### src/rtl/dma_ac_pkg.sv
// rtl/dma_ac_pkg.sv - shared types and constants for the DMA access controller
// Purpose: FSM state encoding, hold counter width and default region map.
// Ports: none (package).
package dma_ac_pkg;

  typedef enum logic {
    ST_RUN  = 1'b0,
    ST_KILL = 1'b1
  } state_t;

  localparam int CNT_W       = 8;
  localparam int MAX_REGIONS = 8;

  // Default map: region 0 = 6A00..6A1E (no access), region 1 = E000..EFFF (no writes).
  localparam logic [31:0] DEF_REGION_BASE  = {16'hE000, 16'h6A00};
  localparam logic [31:0] DEF_REGION_SIZE  = {16'h1000, 16'h001F};
  localparam logic [1:0]  DEF_WR_ONLY_MASK = 2'b10;

endpackage

### src/rtl/dma_ac_multi_if.sv
// rtl/dma_ac_multi_if.sv - DMA bus access signals seen by the access controller
// Purpose: bundles one DMA access (address, valid, write) per cycle.
// Ports: dma_addr[15:0], dma_en, dma_we; master drives, slave observes.
interface dma_ac_multi_if;

  logic [15:0] dma_addr;
  logic        dma_en;
  logic        dma_we;

  modport master (output dma_addr, output dma_en, output dma_we);
  modport slave  (input  dma_addr, input  dma_en, input  dma_we);

endinterface

### src/rtl/dma_region_match.sv
// rtl/dma_region_match.sv - single protected-region address check
// Purpose: flags a DMA access that falls inside [BASE, BASE+SIZE) and is of a
//          blocked kind; purely combinational.
// Ports: dma_addr, dma_en, dma_we in; viol out.
module dma_region_match #(
  parameter logic [15:0] BASE    = 16'h0000,
  parameter logic [15:0] SIZE    = 16'h0000,
  parameter bit          WR_ONLY = 1'b0
) (
  input  logic [15:0] dma_addr,
  input  logic        dma_en,
  input  logic        dma_we,
  output logic        viol
);

  logic [16:0] limit;
  logic        match;

  // 17-bit limit so a region ending at FFFF does not wrap to a tiny range.
  assign limit = {1'b0, BASE} + {1'b0, SIZE};
  assign match = (SIZE != 16'h0000)
              && ({1'b0, dma_addr} >= {1'b0, BASE})
              && ({1'b0, dma_addr} < limit);
  assign viol  = match && dma_en && (!WR_ONLY || dma_we);

endmodule

### src/rtl/dma_ac_multi.sv
// rtl/dma_ac_multi.sv - multi-region DMA access controller with CPU kill/reset
// Purpose: traps DMA accesses to protected regions, holds the CPU in reset for
//          at least HOLD_CYCLES cycles and until the PC reaches RESET_HANDLER.
// Ports: clk, rst (sync, active-high), pc[15:0], dma (slave modport),
//        reset (high in KILL), viol_region[NUM_REGIONS-1:0], viol_count[7:0].
module dma_ac_multi
  import dma_ac_pkg::*;
#(
  parameter int          NUM_REGIONS   = 2,
  parameter              REGION_BASE   = DEF_REGION_BASE,
  parameter              REGION_SIZE   = DEF_REGION_SIZE,
  parameter              WR_ONLY_MASK  = DEF_WR_ONLY_MASK,
  parameter logic [15:0] RESET_HANDLER = 16'h0000,
  parameter int          HOLD_CYCLES   = 4
) (
  input  logic                   clk,
  input  logic                   rst,
  input  logic [15:0]            pc,
  dma_ac_multi_if.slave          dma,
  output logic                   reset,
  output logic [NUM_REGIONS-1:0] viol_region,
  output logic [7:0]             viol_count
);

  localparam logic [CNT_W-1:0] HOLD_INIT = CNT_W'(HOLD_CYCLES - 1);

  if (NUM_REGIONS < 1 || NUM_REGIONS > MAX_REGIONS) begin : g_bad_num_regions
    $error("dma_ac_multi: NUM_REGIONS must be 1..8");
  end
  if (HOLD_CYCLES < 1 || HOLD_CYCLES > 255) begin : g_bad_hold_cycles
    $error("dma_ac_multi: HOLD_CYCLES must be 1..255");
  end
  if ($bits(REGION_BASE) != 16 * NUM_REGIONS) begin : g_bad_base_width
    $error("dma_ac_multi: REGION_BASE must be 16*NUM_REGIONS bits");
  end
  if ($bits(REGION_SIZE) != 16 * NUM_REGIONS) begin : g_bad_size_width
    $error("dma_ac_multi: REGION_SIZE must be 16*NUM_REGIONS bits");
  end
  if ($bits(WR_ONLY_MASK) != NUM_REGIONS) begin : g_bad_mask_width
    $error("dma_ac_multi: WR_ONLY_MASK must be NUM_REGIONS bits");
  end

  logic [NUM_REGIONS-1:0] region_viol;
  logic                   invalid;

  for (genvar i = 0; i < NUM_REGIONS; i++) begin : g_region
    dma_region_match #(
      .BASE    (REGION_BASE[16*i +: 16]),
      .SIZE    (REGION_SIZE[16*i +: 16]),
      .WR_ONLY (WR_ONLY_MASK[i])
    ) u_match (
      .dma_addr (dma.dma_addr),
      .dma_en   (dma.dma_en),
      .dma_we   (dma.dma_we),
      .viol     (region_viol[i])
    );
  end

  assign invalid = |region_viol;

  state_t                 state_q, state_d;
  logic [CNT_W-1:0]       cnt_q, cnt_d;
  logic [NUM_REGIONS-1:0] region_d;
  logic [7:0]             count_d;

  always_ff @(posedge clk) begin
    if (rst) begin
      state_q     <= ST_KILL;
      cnt_q       <= HOLD_INIT;
      viol_region <= '0;
      viol_count  <= 8'd0;
    end else begin
      state_q     <= state_d;
      cnt_q       <= cnt_d;
      viol_region <= region_d;
      viol_count  <= count_d;
    end
  end

  always_comb begin
    state_d  = state_q;
    cnt_d    = cnt_q;
    region_d = viol_region;
    count_d  = viol_count;
    case (state_q)
      ST_RUN: begin
        if (invalid) begin
          state_d  = ST_KILL;
          cnt_d    = HOLD_INIT;
          region_d = region_viol;
          count_d  = (viol_count == 8'hFF) ? 8'hFF : viol_count + 8'd1;
        end
      end
      ST_KILL: begin
        // Violations here only block the exit; the trap record is untouched.
        cnt_d = (cnt_q == '0) ? '0 : cnt_q - 1'b1;
        if (cnt_q == '0 && pc == RESET_HANDLER && !invalid) begin
          state_d = ST_RUN;
        end
      end
      default: state_d = ST_KILL;
    endcase
  end

  assign reset = (state_q == ST_KILL);

endmodule

### src/flat_wrapper.sv
// flat-port wrapper written by rule: the top's interface ports become plain ports
module dma_ac_multi_flat import dma_ac_pkg::*;
#(
  parameter int          NUM_REGIONS   = 2,
  parameter              REGION_BASE   = DEF_REGION_BASE,
  parameter              REGION_SIZE   = DEF_REGION_SIZE,
  parameter              WR_ONLY_MASK  = DEF_WR_ONLY_MASK,
  parameter logic [15:0] RESET_HANDLER = 16'h0000,
  parameter int          HOLD_CYCLES   = 4
)
  (clk, rst, pc, reset, viol_region, viol_count, dma_dma_addr, dma_dma_en, dma_dma_we);
  dma_ac_multi_if dma_i ();
  input  logic clk;
  input  logic rst;
  input  logic [15:0] pc;
  output logic reset;
  output logic [NUM_REGIONS-1:0] viol_region;
  output logic [7:0] viol_count;
  input wire logic [$bits(dma_i.dma_addr)-1:0] dma_dma_addr;
  input wire logic [$bits(dma_i.dma_en)-1:0] dma_dma_en;
  input wire logic [$bits(dma_i.dma_we)-1:0] dma_dma_we;
  assign dma_i.dma_addr = dma_dma_addr;
  assign dma_i.dma_en = dma_dma_en;
  assign dma_i.dma_we = dma_dma_we;
  dma_ac_multi #(.NUM_REGIONS(NUM_REGIONS), .REGION_BASE(REGION_BASE), .REGION_SIZE(REGION_SIZE), .WR_ONLY_MASK(WR_ONLY_MASK), .RESET_HANDLER(RESET_HANDLER), .HOLD_CYCLES(HOLD_CYCLES)) u_core (.clk(clk), .rst(rst), .pc(pc), .dma(dma_i), .reset(reset), .viol_region(viol_region), .viol_count(viol_count));
endmodule
### config.mk
export PLATFORM = sky130hd
export DESIGN_NAME = dma_ac_multi_flat
export DESIGN_NICKNAME = d
export VERILOG_FILES = /design/src/rtl/dma_ac_pkg.sv /design/src/rtl/dma_ac_multi_if.sv /design/src/rtl/dma_region_match.sv /design/src/rtl/dma_ac_multi.sv /design/src/flat_wrapper.sv
export SDC_FILE = /design/constraint.sdc
export NUM_CORES = 1
export LEC_CHECK = 0
export BUFFER_PORTS_ARGS = -buffer_cell sky130_fd_sc_hd__buf_2
export CAP_MARGIN = 20
export CORE_MARGIN = 8
export CORE_UTILIZATION = 44
export CTS_BUF_LIST = sky130_fd_sc_hd__clkbuf_8
export CTS_CLUSTER_DIAMETER = 30
export DETAILED_ROUTE_END_ITERATION = 10
export PLACE_DENSITY = 0.87
export SETUP_SLACK_MARGIN = 0.2
export SLEW_MARGIN = 20
export SYNTH_ARGS = -nofsm -noshare
export SYNTH_HDL_FRONTEND = slang
export SYNTH_SLANG_ARGS = --single-unit
### constraint.sdc
create_clock -name clk -period 1.85 [get_ports clk]
set_clock_uncertainty 0.15 [all_clocks]
set_input_delay 0 -clock clk [delete_from_list [all_inputs] [get_ports clk]]
set_output_delay 0 -clock clk [all_outputs]
set_load 0.02 [all_outputs]
# After elaboration in Yosys (flattened, before gate mapping)
# Index checks and enable logic that the tools add are counted.
dict set report word_totals {
  mem_bits_ro 0
  word_cells 32
  memories 0
  latch_bits 0
  reg_bits 19
  out_inout_bits 11
  mem_bits_rw 0
}
dict set report op_classes {
  n_shift 0
  mul 0
  n_addsub 2
  eq_ne 2
  div_mod_pow 0
  magnitude_cmp 4
  reduce_logical 12
  mux 7
  bitwise 1
}
# op n
set ops {}
lappend ops {{$mux 8} 3}
lappend ops {{$ge 16x15->1 const B} 1}
lappend ops {{$ge 16x16->1 const B} 1}
lappend ops {{$logic_not 16->1} 1}
lappend ops {{$lt 16x15->1 const B} 1}
lappend ops {{$lt 16x16->1 const B} 1}
lappend ops {{$pmux 8 s2} 1}
lappend ops {{$add 8x1->8 const B} 1}
lappend ops {{$eq 8x8->1 const B} 1}
lappend ops {{$logic_not 8->1} 1}
lappend ops {{$sub 8x1->8 const B} 1}
lappend ops {{$logic_and 1x1->1} 7}
lappend ops {{$mux 1} 2}
lappend ops {{$ne 2x1->1 const B} 1}
lappend ops {{$pmux 1 s2} 1}
lappend ops {{$reduce_and 2->1} 1}
lappend ops {{$reduce_or 2->1} 1}
lappend ops {{$logic_not 1->1} 1}
lappend ops {{$not 1->1} 1}

# Depth between registers and ports, before layout
dict set report depth {
  ltp_word 9
  ltp_mapped 7
}

# By module
# A second synthesis with hierarchy kept.
dict set report hier_totals {
  cells_unflattened 125
  area_unflattened_um2 1036.0
}
# module area_per_inst_um2 instances cells_each
set by_module_without_submodules {}
lappend by_module_without_submodules {dma_ac_multi 967.2 1 116}
lappend by_module_without_submodules {{dma_region_match (u_core.g_region[0].u_match)} 52.6 1 6}
lappend by_module_without_submodules {{dma_region_match (u_core.g_region[1].u_match)} 16.3 1 3}

# Worst setup path after synthesis
# OpenSTA, ideal clock, no wires.
dict set report synth_timing {
  kind {reg2reg}
  startpoint {reg u_core.viol_count[0]}
  endpoint {reg u_core.viol_count[5]}
  t_arrival_ps 1659
  n_path_buf 1
  stages_incl_launch_ff 8
  setup_slack_ps -50
  period_less_slack_ps 1900
  setup_time_ps 91
  path_cell_list {dfxtp_1 > ha_1 > and3_1 > and3_1 > buf_1 > a31o_2 > a31oi_1 > a311oi_1}
}
dict set report synth_between {
  elab_chain_cells 2
  word_cells_on_any_way 3
}
# element line_no
set synth_lines {}
lappend synth_lines {{start, declared} dma_ac_multi.sv:22} ;# output logic [7:0] viol_count
lappend synth_lines {{start signal, assigned} dma_ac_multi.sv:76} ;# viol_count <= count_d;
lappend synth_lines {{$add 8x1->8 or $eq 8x8->1 (tied branches)} dma_ac_multi.sv:91} ;# count_d = (viol_count == 8'hFF) ? 8'hFF : viol_count + 8'd1;
lappend synth_lines {{$mux 8 *} dma_ac_multi.sv:91}
# Every way passes the cells marked *; elsewhere a longest branch is shown, timed or not.
# A chain may end at the register's enable or synchronous reset.

# Worst setup path in the final report
dict set report layout_timing {
  startpoint {reg u_core.cnt_q[1]}
  endpoint {reg u_core.cnt_q[1]}
}
dict set report layout_between {
  elab_chain_cells 3
  word_cells_on_any_way 4
}
# element line_no
set layout_lines {}
lappend layout_lines {{start, declared} dma_ac_multi.sv:62} ;# logic [CNT_W-1:0] cnt_q, cnt_d;
lappend layout_lines {{start signal, assigned} dma_ac_multi.sv:74} ;# cnt_q <= cnt_d;
lappend layout_lines {{$sub 8x1->8 or $logic_not 8->1 (tied branches)} dma_ac_multi.sv:96} ;# cnt_d = (cnt_q == '0) ? '0 : cnt_q - 1'b1;
lappend layout_lines {{$mux 8 *} dma_ac_multi.sv:96}
lappend layout_lines {{$pmux 8 s2 *} dma_ac_multi.sv:85} ;# case (state_q)
# Marks and branches as above.

==> summary.txt <==
Global routing
  – Vias in the first global route: 1395
  – Total congestion overflow: 0
  – Tot GR Track Use: 18.58%
  – Initial antenna violation count: 1
  – Largest net degree at the start of global routing: 16
  – First-pass GRT wire length: 6410 um

Setup path
  – CP Max Fanout: 4
  – CP max-delay cell: dfxtp_2
  – CP Launch Type: flip-flop
  – WP data arrival: 1.65 ns
  – Crit. End Element: flip-flop
  – CP dominant cell by count: nand2_2
  – Worst Path Required: 1.85 ns
  – Worst path max stage delay: 0.34 ns
  – Worst setup path class: reg2reg
  – Crit-path cells: inv_2 -> ha_4 -> nor4b_4 -> nand2_2 -> nand2_2 -> o22ai_1 -> or3_1

Logic synthesis
  – Largest family of logic cells by synthesized area: simple AND/OR/NAND/NOR gates
  – Synthesis-stage register bit count: 19
  – Synthesized instance count: 130
  – Number of synthesized flops with an enable pin: 0
  – Synth Area in Compound Gates: 24.36%
  – Adder-Cell Fraction of Synth Area: 2.320%
  – Largest cells by area after synthesis: dfxtp_1, a31oi_1, nor4_1, nand2_1, and3_1
  – Netlist cell types: 39
  – Most numerous cell in the Yosys netlist: dfxtp_1
  – FFs w/ async S/R, synth: 0%
  – Syn avg cell area: 8.296 um2
  – Post-Synth Simple-Gate Area: 33.76%
  – Mapped Nets: 168
  – Mux cell area share after synthesis: 0%
  – Yosys top cell area share: 35.27%
  – Most common library cells after synthesis: dfxtp_1, a31oi_1, nand2_1
  – Sequential share of the synthesized area: 35.27%
  – Top_reg_cell synth: dfxtp_1
  – Synthesized area: 1079 um2
  – XOR/XNOR Fraction of Synth Area: 0%
  – Yosys warns: 0
  – Area leader, netlist: dfxtp_1

STA
  – Final Max Tran Viols: 0
  – Fmax: 604.3 MHz
  – Worst setup margin: 0.1951 ns
  – # setup viols final: 0
  – Final setup TNS: 0 ns
  – Min Tclk post-route: 1.655 ns
  – Slew headroom: 72.29%
  – Final period utilization: 89.46%
  – Slew @ Worst Pin: 0.4132 ns
  – Final hold violation count: 0
  – RSZ-0062 raised after global routing: true

Die
  – IO Pins: 47
  – Std cell rows: 18
  – DIE AREA: 4292 um2
  – Starting density of the core: 44.76%
  – Core Area: 2410 um2
  – Die H: 65.51 um
  – Die width: 65.51 um

Drt
  – Total Wirelength: 3945 um
  – Iteration count of the initial detailed-routing pass: 4
  – Vias: 1392
  – DRC: 0
  – DR WL/cell: 16.65 um
  – Detail Route Antenna Nets: 0
  – Starting DRC count in detailed routing: 127
  – Drt via density: 5.873

Power and ir drop
  – Clock network power share: 29.5%
  – Switching share of power: 28.60%
  – Pwr Density: 575.5 nW/um2
  – Internal power: 714.6 uW
  – VDD IR max: 0.0005133 V
  – Final Power: 1.001 mW
  – Leakage power: 0.7332 nW
  – Sequential power share: 47.8%
  – Power share of the combinational group: 22.7%
  – Switching pwr: 286.3 uW

CTS
  – CTS tree: yes
  – Max Root-Sink Buffers: 2
  – Clk root buf: clkbuf_8
  – Clock tree sinks: 19
  – Clock transition at the registers of the reported paths: 0.07 ns
  – Num CTS Buffers: 3
  – Htree depth: 1
  – Clock latency at the later pin of the worst-skew pair: 0.26 ns

Placement
  – Placed instance area: 1376 um2
  – Placer Congestion: 0.8063
  – Placed cell count: 203
  – Post-DP HPWL: 2487 um
  – Pre-CTS setup slack: 0.1260 ns
  – Port bufs: 46

Layout
  – Share of cells above drive strength 1: 42.72%
  – Design area: 1739 um2
  – Layout fillers: 171
  – Final std cells w/o fill: 237
  – Final Net Count: 245
  – Synthesis-to-finish area growth: 61.25%

Worst hold path
  – Hold crit path type: in2reg

Flow run
  – Max cap viols: 0

Outcome
  – Status: completed
[sequential cells by signal, summed over array words and instances, names as in the netlist]
name	count
u_core.reset	1
u_core.viol_region	2
u_core.cnt_q	8
u_core.viol_count	8
[kinds of logic (layout without fill, tap and decap cells)]
| family | count (synthesis) | in the layout |
|---|---|---|
| compound gates | 36 | 36 |
| other cells | 0 | 1 |
| simple gates | 61 | 61 |
| flops | 19 | 19 |
| fa+ha+maj | 2 | 2 |
| buf+inv | 12 | 88 |
[final cells by class]
cell class	instances	area (um2)	area share [%]
Multi-Input combinational cell	99	719.4	41.37
Tap cell	30	37.54	2.158
Sequential cell	19	390.4	22.45
Inverter	7	26.28	1.511
Timing Repair Buffer	77	516.7	29.71
Clock buffer	3	41.29	2.374
Antenna cell	1	2.502	0.1439
Clock inverter	1	5.005	0.2878
[repair_timing]
action                     in CTS  in global routing
buffers inserted                4                  5
setup endpoints to repair       4                  9
hold buffers                   20                  0
pin swaps                       2                  5
hold endpoints to repair       10                  0
resized for setup               4                  9
[critical path, delay by kind of cell, from the launching register on]
kind	cells	cell delay, ns
buf+inv	1	0.08
flops	1	0.34
compound gates	1	0.07
simple gates	4	0.76
fa+ha+maj	1	0.14
[path summary, 6_finish.rpt]
kind | startpoint | end | slack, ns | cells after the start
worst max-delay path | u_core.cnt_q[1]$_SDFFE_PP1P_ | u_core.cnt_q[1]$_SDFFE_PP1P_ | 0.20 | 7
worst min-delay path | dma_dma_we | u_core.viol_region[0]$_SDFFE_PP0P_ | 0.01 | 4
worst max register to register | u_core.cnt_q[1]$_SDFFE_PP1P_ | u_core.cnt_q[1]$_SDFFE_PP1P_ | 0.20 | 7
worst min register to register | u_core.viol_region[0]$_SDFFE_PP0P_ | u_core.viol_region[0]$_SDFFE_PP0P_ | 0.34 | 2
[per-stage QoR]
| step | hold WS [ns] | utilization (%) |
|---|---|---|
| 2_1_floorplan | -0.07786 | - |
| 3_3_place_gp | 0.1884 | 57.11 |
| 3_5_place_dp | 0.2020 | 57.11 |
| 4_1_cts | 0.002763 | 69.00 |
| 5_1_grt | 0.04231 | 72.17 |
| 6_report | 0.01004 | 72.17 |
[power groups by stage]
stage | Sequential, mW | Clock, mW | Combinational, mW
global placement | 0.481 | 0 | 0.150
CTS | 0.475 | 0.301 | 0.203
floorplan | 0.476 | 0 | 0.0969
finish | 0.478 | 0.295 | 0.228
detailed placement | 0.484 | 0 | 0.157
global route | 0.480 | 0.314 | 0.247
[placed cells by master (no fill, tap or decap), types with 4 or more instances in the layout]
cell	count
inv_1	5
and3_1	4
a31oi_1	10
a21oi_1	4
nand2_1	9
nor4_1	7
nor2_1	9
buf_2	46
dfxtp_1	15
dlygate4sd3_1	20
nor3_1	5
buf_4	10
[routing by layer]
metal	vias up	GRT usage, %	share of wire (%)
met3	16	5.272	4.9
met4	0	8.174	3.9
met2	51	35.18	55
met1	675	18.21	36
met5	-	0	0
li1	650	-	-
(Power assumes the default switching activity.)
